### config.mk
export PLATFORM = sky130hd
export DESIGN_NAME = gtp_frame_check_flat
export DESIGN_NICKNAME = d
export VERILOG_FILES = /design/src/rtl/gtp_frame_check_pkg.sv /design/src/rtl/gtp_frame_check_if.sv /design/src/rtl/gtp_frame_check_sat_counter.sv /design/src/rtl/gtp_frame_check.sv /design/src/flat_wrapper.sv
export SDC_FILE = /design/constraint.sdc
export NUM_CORES = 1
export LEC_CHECK = 0
export ABC_AREA = 1
export CAP_MARGIN = 0
export CORE_MARGIN = 2
export CORE_UTILIZATION = 34
export CTS_CLUSTER_DIAMETER = 120
export DETAILED_ROUTE_END_ITERATION = 6
export PLACE_DENSITY = 0.62
export SYNTH_ARGS = -nofsm -noshare
export SYNTH_HDL_FRONTEND = slang
export SYNTH_HIERARCHICAL = 1
export SYNTH_SLANG_ARGS = --single-unit
export TNS_END_PERCENT = 50
### constraint.sdc
create_clock -name clk -period 3.1 [get_ports clk]
set_clock_uncertainty 0.2 [all_clocks]
set_input_delay 0.775 -clock clk [delete_from_list [all_inputs] [get_ports clk]]
set_output_delay 0.775 -clock clk [all_outputs]
set_load 0.05 [all_outputs]
### src/rtl/gtp_frame_check_pkg.sv
// Shared definitions for the GTP lane frame checker.
// Holds the word-tag constants, status word bit positions, the length
// field width, the checker state encoding and a status word builder.
package gtp_frame_pkg;

  // Top two bits of a header word and of a generated status word.
  localparam logic [1:0] TAG_HDR = 2'b10;
  localparam logic [1:0] TAG_STS = 2'b11;

  // Width of the header length field and of the forwarded-word count.
  localparam int LEN_W = 10;

  // Status word flag positions.
  localparam int STS_CSUM_BIT = 13;
  localparam int STS_LEN_BIT  = 12;
  localparam int STS_B15_BIT  = 11;

  typedef enum logic [1:0] {
    ST_IDLE    = 2'b00,
    ST_PAYLOAD = 2'b01,
    ST_CSUM    = 2'b10
  } state_e;

  // Assemble a status word: tag, three error flags, a reserved zero bit
  // and the number of payload words forwarded for the frame.
  function automatic logic [15:0] make_status(input logic             csum_err,
                                              input logic             len_err,
                                              input logic             b15_err,
                                              input logic [LEN_W-1:0] count);
    logic [15:0] sts;
    sts               = {TAG_STS, 4'b0000, count};
    sts[STS_CSUM_BIT] = csum_err;
    sts[STS_LEN_BIT]  = len_err;
    sts[STS_B15_BIT]  = b15_err;
    return sts;
  endfunction

endpackage

### src/rtl/gtp_frame_check_if.sv
// Lane interface between the GTP receiver side and the rcvfifo side.
//   gtp_dat / gtp_kchar : received lane word and its K-character flag
//   dat_o / vld_o       : checked word towards rcvfifo and its valid strobe
// master = the word source / fifo side, slave = the frame checker.
interface gtp_frame_check_if;
  logic [15:0] gtp_dat;
  logic        gtp_kchar;
  logic [15:0] dat_o;
  logic        vld_o;

  modport master (output gtp_dat, output gtp_kchar, input dat_o, input vld_o);
  modport slave  (input gtp_dat, input gtp_kchar, output dat_o, output vld_o);
endinterface

### src/rtl/gtp_frame_check_sat_counter.sv
// Saturating event counter.
//   clk, rst : clock and asynchronous active-high reset
//   inc_i    : count one event this cycle
//   clr_i    : synchronous clear, wins over a same-cycle increment
//   cnt_o    : current count, holds at all-ones instead of wrapping
module sat_counter #(
  parameter int W = 16
) (
  input  logic         clk,
  input  logic         rst,
  input  logic         inc_i,
  input  logic         clr_i,
  output logic [W-1:0] cnt_o
);

  logic [W-1:0] cnt_q;

  // Count register: clear first, then saturating increment.
  always_ff @(posedge clk or posedge rst) begin
    if (rst) begin
      cnt_q <= '0;
    end else if (clr_i) begin
      cnt_q <= '0;
    end else if (inc_i && (cnt_q != '1)) begin
      cnt_q <= cnt_q + W'(1);
    end else begin
      cnt_q <= cnt_q;
    end
  end

  assign cnt_o = cnt_q;

endmodule

### src/rtl/gtp_frame_check.sv
// Per-lane frame checker sitting directly upstream of rcvfifo.
// Parses header / payload / checksum frames from one 16-bit GTP lane,
// forwards header and payload words, replaces the checksum word with a
// status word carrying the frame verdict, and counts good, bad and stray
// traffic in saturating counters.
//   clk, rst   : CLK125 and asynchronous active-high reset
//   lane       : gtp_dat/gtp_kchar in, dat_o/vld_o out (registered, 1 clk)
//   cnt_ok     : frames closed with no error flag
//   cnt_bad    : frames closed with an error flag, plus rejected headers
//   cnt_stray  : non-K words discarded outside a frame
//   cnt_clr    : synchronous clear of all three counters
module gtp_frame_check
  import gtp_frame_pkg::*;
#(
  parameter int MAXLEN = 1023,
  parameter int CNTW   = 16
) (
  input  logic            clk,
  input  logic            rst,
  gtp_frame_check_if.slave lane,
  output logic [CNTW-1:0] cnt_ok,
  output logic [CNTW-1:0] cnt_bad,
  output logic [CNTW-1:0] cnt_stray,
  input  logic            cnt_clr
);

  localparam logic [31:0] MAXLEN_U = 32'(MAXLEN);

  state_e            state_q;
  logic [15:0]       dat_q;
  logic              vld_q;
  logic [15:0]       xor_q;
  logic [LEN_W-1:0]  count_q;
  logic [LEN_W-1:0]  remain_q;
  logic              b15_err_q;

  logic [15:0]       word_s;
  logic              is_data_s;
  logic              is_hdr_s;
  logic [LEN_W-1:0]  hdr_len_s;
  logic              len_ok_s;
  logic              csum_err_s;
  logic              inc_ok_s;
  logic              inc_bad_s;
  logic              inc_stray_s;

  assign word_s     = lane.gtp_dat;
  assign is_data_s  = ~lane.gtp_kchar;
  assign is_hdr_s   = (word_s[15:14] == TAG_HDR);
  assign hdr_len_s  = word_s[LEN_W-1:0];
  assign len_ok_s   = ({22'd0, hdr_len_s} <= MAXLEN_U);
  assign csum_err_s = (word_s != xor_q);

  // Counter event decode from the current state and the incoming word.
  always_comb begin
    inc_ok_s    = 1'b0;
    inc_bad_s   = 1'b0;
    inc_stray_s = 1'b0;
    if (is_data_s) begin
      case (state_q)
        ST_IDLE: begin
          if (is_hdr_s) begin
            inc_bad_s = ~len_ok_s;
          end else begin
            inc_stray_s = 1'b1;
          end
        end
        // A header arriving mid-payload truncates the frame.
        ST_PAYLOAD: inc_bad_s = is_hdr_s;
        ST_CSUM: begin
          if (csum_err_s || b15_err_q) begin
            inc_bad_s = 1'b1;
          end else begin
            inc_ok_s = 1'b1;
          end
        end
        default: inc_stray_s = 1'b0;
      endcase
    end else begin
      inc_ok_s    = 1'b0;
      inc_bad_s   = 1'b0;
      inc_stray_s = 1'b0;
    end
  end

  // Frame state machine with registered output word and valid strobe.
  always_ff @(posedge clk or posedge rst) begin
    if (rst) begin
      state_q   <= ST_IDLE;
      dat_q     <= 16'h0000;
      vld_q     <= 1'b0;
      xor_q     <= 16'h0000;
      count_q   <= '0;
      remain_q  <= '0;
      b15_err_q <= 1'b0;
    end else begin
      vld_q <= 1'b0;
      if (is_data_s) begin
        case (state_q)
          ST_IDLE: begin
            if (is_hdr_s && len_ok_s) begin
              dat_q     <= word_s;
              vld_q     <= 1'b1;
              xor_q     <= word_s;
              count_q   <= '0;
              remain_q  <= hdr_len_s;
              b15_err_q <= 1'b0;
              state_q   <= (hdr_len_s != '0) ? ST_PAYLOAD : ST_CSUM;
            end
          end
          ST_PAYLOAD: begin
            if (is_hdr_s) begin
              // Truncating header is consumed; close the frame with len_err.
              dat_q   <= make_status(1'b0, 1'b1, b15_err_q, count_q);
              vld_q   <= 1'b1;
              state_q <= ST_IDLE;
            end else begin
              // Only a 2'b11 word reaches here with bit 15 set; mask it but
              // keep the raw word in the checksum.
              dat_q    <= {1'b0, word_s[14:0]};
              vld_q    <= 1'b1;
              xor_q    <= xor_q ^ word_s;
              count_q  <= count_q + LEN_W'(1);
              remain_q <= remain_q - LEN_W'(1);
              if (word_s[15]) begin
                b15_err_q <= 1'b1;
              end
              if (remain_q == LEN_W'(1)) begin
                state_q <= ST_CSUM;
              end
            end
          end
          ST_CSUM: begin
            dat_q   <= make_status(csum_err_s, 1'b0, b15_err_q, count_q);
            vld_q   <= 1'b1;
            state_q <= ST_IDLE;
          end
          default: state_q <= ST_IDLE;
        endcase
      end
    end
  end

  assign lane.dat_o = dat_q;
  assign lane.vld_o = vld_q;

  sat_counter #(.W(CNTW)) u_cnt_ok (
    .clk   (clk),
    .rst   (rst),
    .inc_i (inc_ok_s),
    .clr_i (cnt_clr),
    .cnt_o (cnt_ok)
  );

  sat_counter #(.W(CNTW)) u_cnt_bad (
    .clk   (clk),
    .rst   (rst),
    .inc_i (inc_bad_s),
    .clr_i (cnt_clr),
    .cnt_o (cnt_bad)
  );

  sat_counter #(.W(CNTW)) u_cnt_stray (
    .clk   (clk),
    .rst   (rst),
    .inc_i (inc_stray_s),
    .clr_i (cnt_clr),
    .cnt_o (cnt_stray)
  );

endmodule

### src/flat_wrapper.sv
// flat-port wrapper written by rule: the top's interface ports become plain ports
module gtp_frame_check_flat import gtp_frame_pkg::*;
#(
  parameter int MAXLEN = 1023,
  parameter int CNTW   = 16
)
  (clk, rst, cnt_ok, cnt_bad, cnt_stray, cnt_clr, lane_gtp_dat, lane_gtp_kchar, lane_dat_o, lane_vld_o);
  gtp_frame_check_if lane_i ();
  input  logic clk;
  input  logic rst;
  output logic [CNTW-1:0] cnt_ok;
  output logic [CNTW-1:0] cnt_bad;
  output logic [CNTW-1:0] cnt_stray;
  input  logic cnt_clr;
  input wire logic [$bits(lane_i.gtp_dat)-1:0] lane_gtp_dat;
  input wire logic [$bits(lane_i.gtp_kchar)-1:0] lane_gtp_kchar;
  output wire logic [$bits(lane_i.dat_o)-1:0] lane_dat_o;
  output wire logic [$bits(lane_i.vld_o)-1:0] lane_vld_o;
  assign lane_i.gtp_dat = lane_gtp_dat;
  assign lane_i.gtp_kchar = lane_gtp_kchar;
  assign lane_dat_o = lane_i.dat_o;
  assign lane_vld_o = lane_i.vld_o;
  gtp_frame_check #(.MAXLEN(MAXLEN), .CNTW(CNTW)) u_core (.clk(clk), .rst(rst), .lane(lane_i), .cnt_ok(cnt_ok), .cnt_bad(cnt_bad), .cnt_stray(cnt_stray), .cnt_clr(cnt_clr));
endmodule
==> results.json <==
{
  "antenna_found_initial": 0,
  "antenna_cells": 0,
  "ir_drop_uv": 276,
  "die_x_um": 143,
  "crit_start": "lane_gtp_dat[13]",
  "crit_required_ns": 3.14,
  "syn_inst": 936,
  "root_buffer": "clkbuf_16",
  "synth_top_area_share_pct": 39.5,
  "dr.pass1.iters": 5,
  "grt_pass1_wl_um": 28700,
  "ys_top_cells_by_count": "328 x nand2_1, 104 x dfrtp_1, 103 x inv_1, 103 x nor2_1, 68 x nand3_1",
  "clk_pin_slew_ns": 0.07,
  "drt_iter0_drc": 420,
  "synthMuxAreaShare_pct": 0,
  "io_buffers": 84,
  "synth_top_cell_by_area": "dfrtp_1",
  "drive_above_1_share_pct": 9.51,
  "p_total_mw": 5.15,
  "hold_path_class": "reg -> reg",
  "post_cts_buffers": 0,
  "worst_slew_pin_slew_ns": 0.666,
  "post_dp_cell_area_sq_mm": 0.00792,
  "syn_area_sq_mm": 0.00658,
  "clk_path_buf_depth": 2,
  "outcome": "finished, final reports clean",
  "yosys_warnings": 6,
  "period_needed_ns": 2.81,
  "wire_per_inst_um": 13.2,
  "final_nets": 1076,
  "async_reset_ff_share_pct": 100,
  "drv_slew": 0,
  "maxCapViolations": 0,
  "synth-simple-area-share_pct": 40.3,
  "synth_top_family_by_area": "simple AND/OR/NAND/NOR gates",
  "vias_per_cell": 4.78,
  "synth_seq_cells": 104,
  "final-hold-violation-count": 0,
  "tritoncts": "yes",
  "clock_sinks": 104,
  "grt_max_degree": 38,
  "worst-r2r-cell-count": 12,
  "area_delta_synth_final_pct": 24.7,
  "cp-start-kind": "primary input",
  "critPathMaxFanout": 14,
  "syn_nets": 966,
  "synth_most_common_cell": "nand2_1",
  "crit_type": "in -> reg",
  "p_leak_nw": 4.01,
  "htree_levels": 3,
  "synth_edf_count": 0,
  "max_freq_ghz": 0.356,
  "fin_crit_sh_pct": 90.7,
  "hold_buffers": 0,
  "drc": 0,
  "die_y_um": 143,
  "avgSynthCellArea_sq_um": 7.03,
  "fill_cells": 1895,
  "powerDensity_mw_per_mm2": 627,
  "core-area_sq_mm": 0.0188,
  "synth_compound_area_share_pct": 7.09,
  "reg2reg_from": "u_core/state_q[0]",
  "rows": 50,
  "final_area_sq_mm": 0.00821,
  "hold_depth": 2,
  "max-slew-margin-rel_pct": 55.6,
  "grtUsageTotal_pct": 17.5,
  "synthAdderAreaFrac_pct": 1.90,
  "synth_ff_type": "dfrtp_1",
  "place_congestion": 0.851,
  "via_count": 6265,
  "dieArea_sq_mm": 0.0205,
  "clock_latency_ns": 0.36,
  "setup_viol": 0,
  "synth_cell_types": 38,
  "synthXorXnorAreaFrac_pct": 2.39,
  "synth-seq-area-share_pct": 39.5,
  "synth.area.top_cells": "dfrtp_1 40%, nand2_1 19%, inv_1 5.9%",
  "grt_overflow": 0,
  "crit_arrival_ns": 2.85,
  "rsz0062_at_grt": "false",
  "antenna_left": 0,
  "start_util_pct": 35.0,
  "cts_made_buffers": 9,
  "min_from": "u_core/lane.dat_o[10]",
  "first_global_vias": 5771,
  "end_kind": "flip-flop",
  "hpwl_um": 12700,
  "io_pins": 85,
  "routed_wl_um": 17200
}
[layer usage]
layer,wire length [um],track usage [%],share of wire (%),vias to the layer above
li1,-,-,-,3215
met1,8560,24.9,50,2898
met2,7740,27.7,45,139
met3,706,1.98,4.1,13
met4,246,5.84,1.4,0
met5,0,0,0,-
[flip-flops by register name (all words and copies together) (netlist names)]
signal	count
u_core/b15_err_q	1
u_core/lane.dat_o	16
u_core/state_q	2
u_core/lane.vld_o	1
u_core/xor_q	16
u_core/u_cnt_bad/cnt_o	16
u_core/count_q	10
u_core/u_cnt_stray/cnt_o	16
u_core/u_cnt_ok/cnt_o	16
u_core/remain_q	10
[cell families (layout without fill, tap and decap cells)]
family | after synthesis | in the layout
buffers and inverters | 139 | 254
adder cells (fa/ha/maj) | 10 | 10
AND/OR/NAND/NOR | 588 | 588
XOR/XNOR | 18 | 18
AO/OA/AOI/OAI | 77 | 77
flip-flops | 104 | 104
[where the power goes]
group | internal [mW] | leakage (nW) | switching [mW]
clock network | 0.590 | 0.135 | 0.528
logic | 0.732 | 2.51 | 1.42
registers | 1.66 | 1.36 | 0.212
total | 2.98 | 4.01 | 2.16
[cell usage in the layout, fill, tap and decap left out, drive strengths merged]
cell,instances
a211oi,1
a21o,2
a21oi,13
a22oi,10
a31oi,2
and3,2
buf,40
clkbuf,12
clkdlybuf4s50,84
clkinv,5
clkinvlp,2
dfrtp,104
ha,10
inv,111
nand2,337
nand3,68
nand3b,7
nand4,43
nor2,125
nor3,6
o211ai,11
o21ai,36
o21bai,1
o221ai,1
xnor2,7
xor2,11
[per-stage QoR]
stage	setup slack (ns)	hold WS (ns)	std cells	utilization [%]	setup TNS, ns
finish	0.287	0.299	1311	43.6	0
global route	0.0333	0.335	1311	43.6	0
CTS	0.235	0.311	1311	43.6	0
detailed placement	-0.117	0.292	1295	42.1	-1.63
global placement	-0.0484	0.281	1295	42.1	-0.456
floorplan	0.674	0.285	936	-	0
[critical path: stages]
cell	delay, ns
clkdlybuf4s50_1	0.52
inv_1	0.07
nand2_1	0.05
nand2_1	0.06
nor2_1	0.15
nand2_1	0.10
nor2_1	0.14
nand3_1	0.11
nor3_1	0.15
buf_4	0.15
inv_1	0.06
nor2_2	0.15
buf_4	0.14
nor2_4	0.07
nand2_1	0.09
nand2_1	0.06
[worst paths after layout]
check	slack, ns	endpoint
worst max register to register	0.77	u_core/u_cnt_bad/cnt_o[8]
max in group asynchronous	1.46	u_core/u_cnt_bad/cnt_o[13]
worst max-delay path	0.29	u_core/u_cnt_ok/cnt_o[3]
min in group asynchronous	0.78	u_core/count_q[7]
worst min register to register	0.30	u_core/lane.dat_o[10]
worst min-delay path	0.30	u_core/lane.dat_o[10]
[repair_timing]
action | CTS | global route
setup endpoints to repair | 0 | 4
hold endpoints to repair | 0 | 0
gates resized for setup | 0 | 1
[area by class of cell]
| type | instances | area (sq um) | area share, % |
|---|---|---|---|
| multi-input combinational | 693 | 3400 | 41.5 |
| sequential | 104 | 2600 | 31.7 |
| timing repair buffer | 124 | 1170 | 14.2 |
| inverter | 114 | 428 | 5.21 |
| tap | 260 | 325 | 3.96 |
| clock buffer | 12 | 256 | 3.12 |
| clock inverter | 4 | 28.8 | 0.351 |
(Power assumes the default switching activity.)
